[src/rtl/tlb_array.sv]
// Fully-associative dual-page TLB: combinational search, write port, registered read port
// and a one-entry-per-cycle INVTLB sweep engine.
module tlb_array #(
    parameter int TLBNUM = 16,
    parameter int IDXW   = 4
) (
    input  logic            clk,
    input  logic            resetn,
    input  logic [18:0]     s_vppn,
    input  logic            s_va_bit12,
    input  logic [9:0]      s_asid,
    output logic            s_found,
    output logic [IDXW-1:0] s_index,
    output logic [19:0]     s_ppn,
    output logic [5:0]      s_ps,
    output logic [1:0]      s_plv,
    output logic [1:0]      s_mat,
    output logic            s_d,
    output logic            s_v,
    input  logic            we,
    input  logic [IDXW-1:0] w_index,
    input  logic [36:0]     w_hi,
    input  logic [25:0]     w_lo0,
    input  logic [25:0]     w_lo1,
    input  logic            r_en,
    input  logic [IDXW-1:0] r_index,
    output logic            r_valid,
    output logic [36:0]     r_hi,
    output logic [25:0]     r_lo0,
    output logic [25:0]     r_lo1,
    input  logic            inv_req,
    input  logic [4:0]      inv_op,
    input  logic [9:0]      inv_asid,
    input  logic [18:0]     inv_vppn,
    output logic            inv_busy
);

    // HI layout: [36]=E [35:17]=VPPN [16:11]=PS [10:1]=ASID [0]=G
    logic [36:0] hi  [TLBNUM];
    logic [25:0] lo0 [TLBNUM];
    logic [25:0] lo1 [TLBNUM];

    typedef enum logic {IDLE, SWEEP} state_t;
    state_t          state;
    logic [IDXW-1:0] ptr;
    logic [4:0]      cur_op;
    logic [9:0]      cur_asid;
    logic [18:0]     cur_vppn;
    logic            inv_clear;
    logic [25:0]     page;

    function automatic logic va_match(input logic [36:0] h, input logic [18:0] vppn);
        if (h[16:11] == 6'd21)
            return h[35:26] == vppn[18:9];
        return h[35:17] == vppn;
    endfunction

    function automatic logic inv_hit(input logic [36:0] h, input logic [4:0] op,
                                     input logic [9:0] asid, input logic [18:0] vppn);
        logic g, am, vm;
        g  = h[0];
        am = (h[10:1] == asid);
        vm = va_match(h, vppn);
        case (op)
            5'd0, 5'd1: return 1'b1;
            5'd2:       return g;
            5'd3:       return !g;
            5'd4:       return !g && am;
            5'd5:       return !g && am && vm;
            5'd6:       return (g || am) && vm;
            default:    return 1'b0;
        endcase
    endfunction

    // Descending scan so the lowest matching index is the one left standing.
    always_comb begin
        s_found = 1'b0;
        s_index = '0;
        s_ps    = '0;
        page    = '0;
        for (int i = TLBNUM - 1; i >= 0; i--) begin
            if (hi[i][36] && (hi[i][0] || hi[i][10:1] == s_asid) && va_match(hi[i], s_vppn)) begin
                s_found = 1'b1;
                s_index = IDXW'(i);
                s_ps    = hi[i][16:11];
                if ((hi[i][16:11] == 6'd21) ? s_vppn[8] : s_va_bit12)
                    page = lo1[i];
                else
                    page = lo0[i];
            end
        end
    end

    assign s_ppn = page[25:6];
    assign s_plv = page[5:4];
    assign s_mat = page[3:2];
    assign s_d   = page[1];
    assign s_v   = page[0];

    assign inv_clear = (state == SWEEP) && inv_hit(hi[ptr], cur_op, cur_asid, cur_vppn);

    // Write is applied after the sweep clear so a colliding write wins.
    always_ff @(posedge clk or negedge resetn) begin
        if (!resetn) begin
            for (int i = 0; i < TLBNUM; i++) begin
                hi[i]  <= '0;
                lo0[i] <= '0;
                lo1[i] <= '0;
            end
        end else begin
            if (inv_clear)
                hi[ptr][36] <= 1'b0;
            if (we && 32'(w_index) < TLBNUM) begin
                hi[w_index]  <= w_hi;
                lo0[w_index] <= w_lo0;
                lo1[w_index] <= w_lo1;
            end
        end
    end

    always_ff @(posedge clk or negedge resetn) begin
        if (!resetn) begin
            r_valid <= 1'b0;
            r_hi    <= '0;
            r_lo0   <= '0;
            r_lo1   <= '0;
        end else begin
            r_valid <= r_en;
            if (r_en) begin
                r_hi  <= hi[r_index];
                r_lo0 <= lo0[r_index];
                r_lo1 <= lo1[r_index];
            end
        end
    end

    always_ff @(posedge clk or negedge resetn) begin
        if (!resetn) begin
            state    <= IDLE;
            ptr      <= '0;
            cur_op   <= '0;
            cur_asid <= '0;
            cur_vppn <= '0;
            inv_busy <= 1'b0;
        end else begin
            case (state)
                IDLE: begin
                    if (inv_req && inv_op <= 5'd6) begin
                        cur_op   <= inv_op;
                        cur_asid <= inv_asid;
                        cur_vppn <= inv_vppn;
                        ptr      <= '0;
                        state    <= SWEEP;
                        inv_busy <= 1'b1;
                    end
                end
                SWEEP: begin
                    if (ptr == IDXW'(TLBNUM - 1)) begin
                        state    <= IDLE;
                        inv_busy <= 1'b0;
                    end else begin
                        ptr <= ptr + 1'b1;
                    end
                end
                default: state <= IDLE;
            endcase
        end
    end

endmodule
[config.mk]
export PLATFORM = sky130hd
export DESIGN_NAME = tlb_array
export DESIGN_NICKNAME = d
export VERILOG_FILES = /design/src/rtl/tlb_array.sv
export SDC_FILE = /design/constraint.sdc
export NUM_CORES = 2
export LEC_CHECK = 0
export ABC_AREA = 1
export BUFFER_PORTS_ARGS = -buffer_cell sky130_fd_sc_hd__buf_2
export CAP_MARGIN = 20
export CORE_MARGIN = 5
export CORE_UTILIZATION = 40
export CTS_BUF_LIST = sky130_fd_sc_hd__clkbuf_8
export DETAILED_ROUTE_END_ITERATION = 6
export PLACE_DENSITY = 0.61
export SYNTH_ARGS = -nofsm -noshare
export SYNTH_HDL_FRONTEND = slang
export SYNTH_SLANG_ARGS = --single-unit
export TNS_END_PERCENT = 30
[constraint.sdc]
create_clock -name clk -period 9.75 [get_ports clk]
set_input_delay 1.95 -clock clk [delete_from_list [all_inputs] [get_ports clk]]
set_output_delay 1.95 -clock clk [all_outputs]
set_load 0.005 [all_outputs]
==> results.sh <==
export IMPL_outcome="completed"
export IMPL_dpl_ws_ps=1280
export IMPL_post_synth_num_cell_types=66
export IMPL_tritoncts="done"
export IMPL_mappedNetlistNets=12600
export IMPL_power_density_relative_to_cell_area_mw_per_mm2=232
export IMPL_fp_dieW_um=485
export IMPL_max_clk_rate_mhz=114
export IMPL_setup_repair_after_global_routing_missed_its_margin="false"
export IMPL_fp_dieH_um=485
export IMPL_p_leak_nw=44.8
export IMPL_cp_num_buf_inv=5
export IMPL_groute_usage_overall=0.352
export IMPL_synth_enable_flop_cells=0
export IMPL_grt_first_pass_wirelength_um=619000
export IMPL_firstDrtPassIters=7
export IMPL_pin_count_of_the_biggest_net_entering_global_routing=190
export IMPL_initial_utilization=0.401
export IMPL_floorplan_rows=174
export IMPL_worst_path_max_fanout=24
export IMPL_cp_required_ps=7800
export IMPL_total_routed_wirelength_um=429000
export IMPL_period_share=0.901
export IMPL_yosysWarningCount=0
export IMPL_postSynthRegisterBits=1554
export IMPL_detailedRoute_firstIterationViolations=13700
export IMPL_crit_path_cell_trace="buf_2 -> inv_2 -> nand2_1 -> nand4_1 -> nor3_1 -> nand2_1 -> nor4_1 -> buf_4 -> nand3_1 -> inv_2 -> nand2_1 -> nand3_1 -> nand2_1 -> nand2_1 -> nand3_1 -> a31oi_1 -> buf_2"
export IMPL_hold_buf_count_cts=0
export IMPL_synth_largest_area_cell="sky130_fd_sc_hd__dfrtp_1"
export IMPL_first_global_vias=86700
export IMPL_postSynth_asyncResetShare=1.00
export IMPL_drt_wirelength_per_cell_um=27.8
export IMPL_design_core_area_mm2=0.224
export IMPL_htree_num_levels=5
export IMPL_critical_path_arrival_ps=6830
export IMPL_clkSinkCount=1554
export IMPL_worst_slew_pin_transition_ps=1190
export IMPL_holdCritPathClass="register to register"
export IMPL_insertion_delay_to_the_later_sink_of_the_worst_skew_pair_ps=1090
export IMPL_synth_cell_area_mm2=0.0901
export IMPL_number_of_buffers_inserted_by_post_cts_setup_repair=0
export IMPL_tritoncts_num_buffers=305
export IMPL_final_hold_viol_count=0
export IMPL_netlist_top_cells_area="sky130_fd_sc_hd__dfrtp_1 (43%), sky130_fd_sc_hd__o21ai_0 (14%), sky130_fd_sc_hd__nand2_1 (12%), sky130_fd_sc_hd__nor2_1 (5.1%), sky130_fd_sc_hd__a21oi_1 (4.8%)"
export IMPL_post_cts_resized_instances=0
export IMPL_end_kind="output port"
export IMPL_grt_antenna_before_repair=52
export IMPL_grt_overflow_total=0
export IMPL_slew_viol_final=0
export IMPL_vias_per_cell=6.10
export IMPL_io_buffers=293
export IMPL_syn_inst=12500
export IMPL_slew_headroom=0.202
export IMPL_clk_pin_slew_worst_paths_ps=50
export IMPL_ys_flop_type="sky130_fd_sc_hd__dfrtp_1"
export IMPL_syn_avg_cell_area_um2=7.22
export IMPL_cap_violations=0
export IMPL_post_route_min_period_ps=8780
export IMPL_ctsRootBufferMaster="sky130_fd_sc_hd__clkbuf_8"
export IMPL_vias=94000
export IMPL_setup_violations=0
export IMPL_cpPeakStageDelay_ps=780
export IMPL_area_growth_synth_to_final_pct=9.87
export IMPL_setup_tns_ps=0
export IMPL_worst_setup_path_start_kind="input pin"
export IMPL_nets=12400
export IMPL_setup_worst_path_class="input pin to output port"
export IMPL_finalWeightedCongestion=0.984
export IMPL_share_of_post_route_cells_with_drive_strength_above_1=0.0923
export IMPL_top_level_ports=294
export IMPL_dpl_hpwl_um=277000
export IMPL_critPathMostFrequentCell="sky130_fd_sc_hd__nand2_1"
export IMPL_cts_path_max_buffers=4
export IMPL_drc=0
export IMPL_critPathTopFamily="simple AND/OR/NAND/NOR gates"
export IMPL_count_of_nets_left_with_antenna_violations_after_detail_routing=0
export IMPL_ir_drop_worst_case_vdd_mv=0.200
export IMPL_finalClockSkew_ps=83.0
export IMPL_fp_dieArea_mm2=0.235
export IMPL_crit_slowest_cell="sky130_fd_sc_hd__nor4_1"
export IMPL_final_setup_worst_slack_ps=967
export IMPL_yosysSeqAreaShare=0.432
export IMPL_synthDominantCellAreaShare=0.432
-- power by group --
group / internal [W] / leakage (nW) / total [W] / switching [W]
sequential: 0.00786 / 19.3 / 0.00942 / 0.00156
combinational: 0.00211 / 22.1 / 0.00665 / 0.00454
clock: 0.00380 / 3.42 / 0.00685 / 0.00304
-- registers in the layout, indices dropped and copies added (netlist names), 4 cells and up --
name / count
cur_asid: 10
cur_op: 5
cur_vppn: 19
hi: 592
lo0: 416
lo1: 416
ptr: 4
r_hi: 37
r_lo0: 26
r_lo1: 26
-- layer usage --
layer  wire length [µm]  GRT usage  share of wire  vias to the layer above
met2             180000      0.514           0.42                     6372
met4              28000      0.197          0.065                       28
met1             171000      0.477           0.40                    45000
met5                189          0        0.00044                        -
li1                   -          -              -                    41200
met3              49300     0.0879           0.11                     1370
-- cell families (layout without fill, tap and decap cells) --
kind of cell	count (synthesis)	in the layout	share of synthesized area
and+or+nand+nor	4576	4576	0.201
AOI/OAI and AO/OA	4193	4193	0.251
buffers and inverters	1847	1773	0.0839
DFF	1554	1554	0.432
xor gates and xnor gates	179	179	0.0174
muxes	118	118	0.0147
adders and majority gates	4	4	0.000556
other	0	20	0
-- area by class of cell --
class	count	area [µm²]
fillers	22900	125000
multi-input cells	9070	44000
flip-flops and latches	1554	38900
clock buffers	383	5270
well taps	2992	3740
repair buffers	468	3140
inverters	800	3050
clock inverters	122	830
diodes	20	50.0
-- through the flow --
| stage | util | instance area (µm²) | instances | hold WS (ps) | power [W] |
|---|---|---|---|---|---|
| 2_1_floorplan | - | 90100 | 12500 | 453 | 0.0132 |
| 3_3_place_gp | 0.413 | 92800 | 14900 | 467 | 0.0158 |
| 3_5_place_dp | 0.413 | 92800 | 14900 | 474 | 0.0159 |
| 4_1_cts | 0.441 | 98900 | 15400 | 486 | 0.0227 |
| 5_1_grt | 0.441 | 98900 | 15400 | 499 | 0.0240 |
| 6_report | 0.441 | 99000 | 15400 | 484 | 0.0229 |
-- final timing paths --
path                            startpoint    endpoint  slack, ps  cells past startpoint
worst max-delay path            s_vppn[15]  s_index[0]        970                     17
worst min-delay path              lo1[145]    lo1[145]        480                      2
worst max register to register      ptr[1]     hi[184]       4710                     15
worst min register to register    lo1[145]    lo1[145]        480                      2
max in group asynchronous           resetn     hi[485]       6420                      3
min in group asynchronous           resetn    r_hi[33]        970                      1
-- cell usage in the layout (no fill, tap or decap), drive strengths merged, types with 4 or more instances in the layout --
cell      count
o2111ai      21
clkinv       38
o22ai       132
nand2      2798
nand4        45
mux2        113
or2          10
nor4         48
clkinvlp      7
o311ai        4
a31oi       145
mux2i         5
dfrtp      1554
a22o         29
buf         466
xnor2        93
nor2       1238
a21oi       865
diode        20
nor3         44
o211ai      157
o21ai      2665
ha            4
o41ai         6
inv         866
o21bai        8
clkbuf      385
o221ai       89
bufinv       11
nand3       382
a221oi       19
a211oi       35
xor2         86
-- cell usage after synthesis (7+ instances only) --
cell                        instances
sky130_fd_sc_hd__o21ai_0         2555
sky130_fd_sc_hd__nor4_1            45
sky130_fd_sc_hd__buf_4             41
sky130_fd_sc_hd__buf_6             31
sky130_fd_sc_hd__o211ai_1         157
sky130_fd_sc_hd__a21oi_1          865
sky130_fd_sc_hd__xnor2_1           93
sky130_fd_sc_hd__or2_2              9
sky130_fd_sc_hd__nand2_1         2796
sky130_fd_sc_hd__o221ai_1          89
sky130_fd_sc_hd__buf_2            177
sky130_fd_sc_hd__inv_2             33
sky130_fd_sc_hd__dfrtp_1         1554
sky130_fd_sc_hd__xor2_1            86
sky130_fd_sc_hd__nor2_1          1234
sky130_fd_sc_hd__a22o_1            29
sky130_fd_sc_hd__nor3_1            37
sky130_fd_sc_hd__nor3_2             7
sky130_fd_sc_hd__a31oi_1          145
sky130_fd_sc_hd__a211oi_1          34
sky130_fd_sc_hd__nand3_1          376
sky130_fd_sc_hd__nand4_1           45
sky130_fd_sc_hd__inv_1            757
sky130_fd_sc_hd__clkinv_1           8
sky130_fd_sc_hd__clkbuf_1         748
sky130_fd_sc_hd__o21ai_2            9
sky130_fd_sc_hd__a221oi_1          19
sky130_fd_sc_hd__o21bai_1           8
sky130_fd_sc_hd__buf_1             49
sky130_fd_sc_hd__o21ai_1          101
sky130_fd_sc_hd__o2111ai_1         21
sky130_fd_sc_hd__mux2_2           113
sky130_fd_sc_hd__o22ai_1          132
-- worst min-delay path: stages, from the launching register on --
cell and delay, ps:
sky130_fd_sc_hd__dfrtp_1 340, sky130_fd_sc_hd__nand2_1 50, sky130_fd_sc_hd__o21ai_0 60
(Power assumes the default switching activity.)
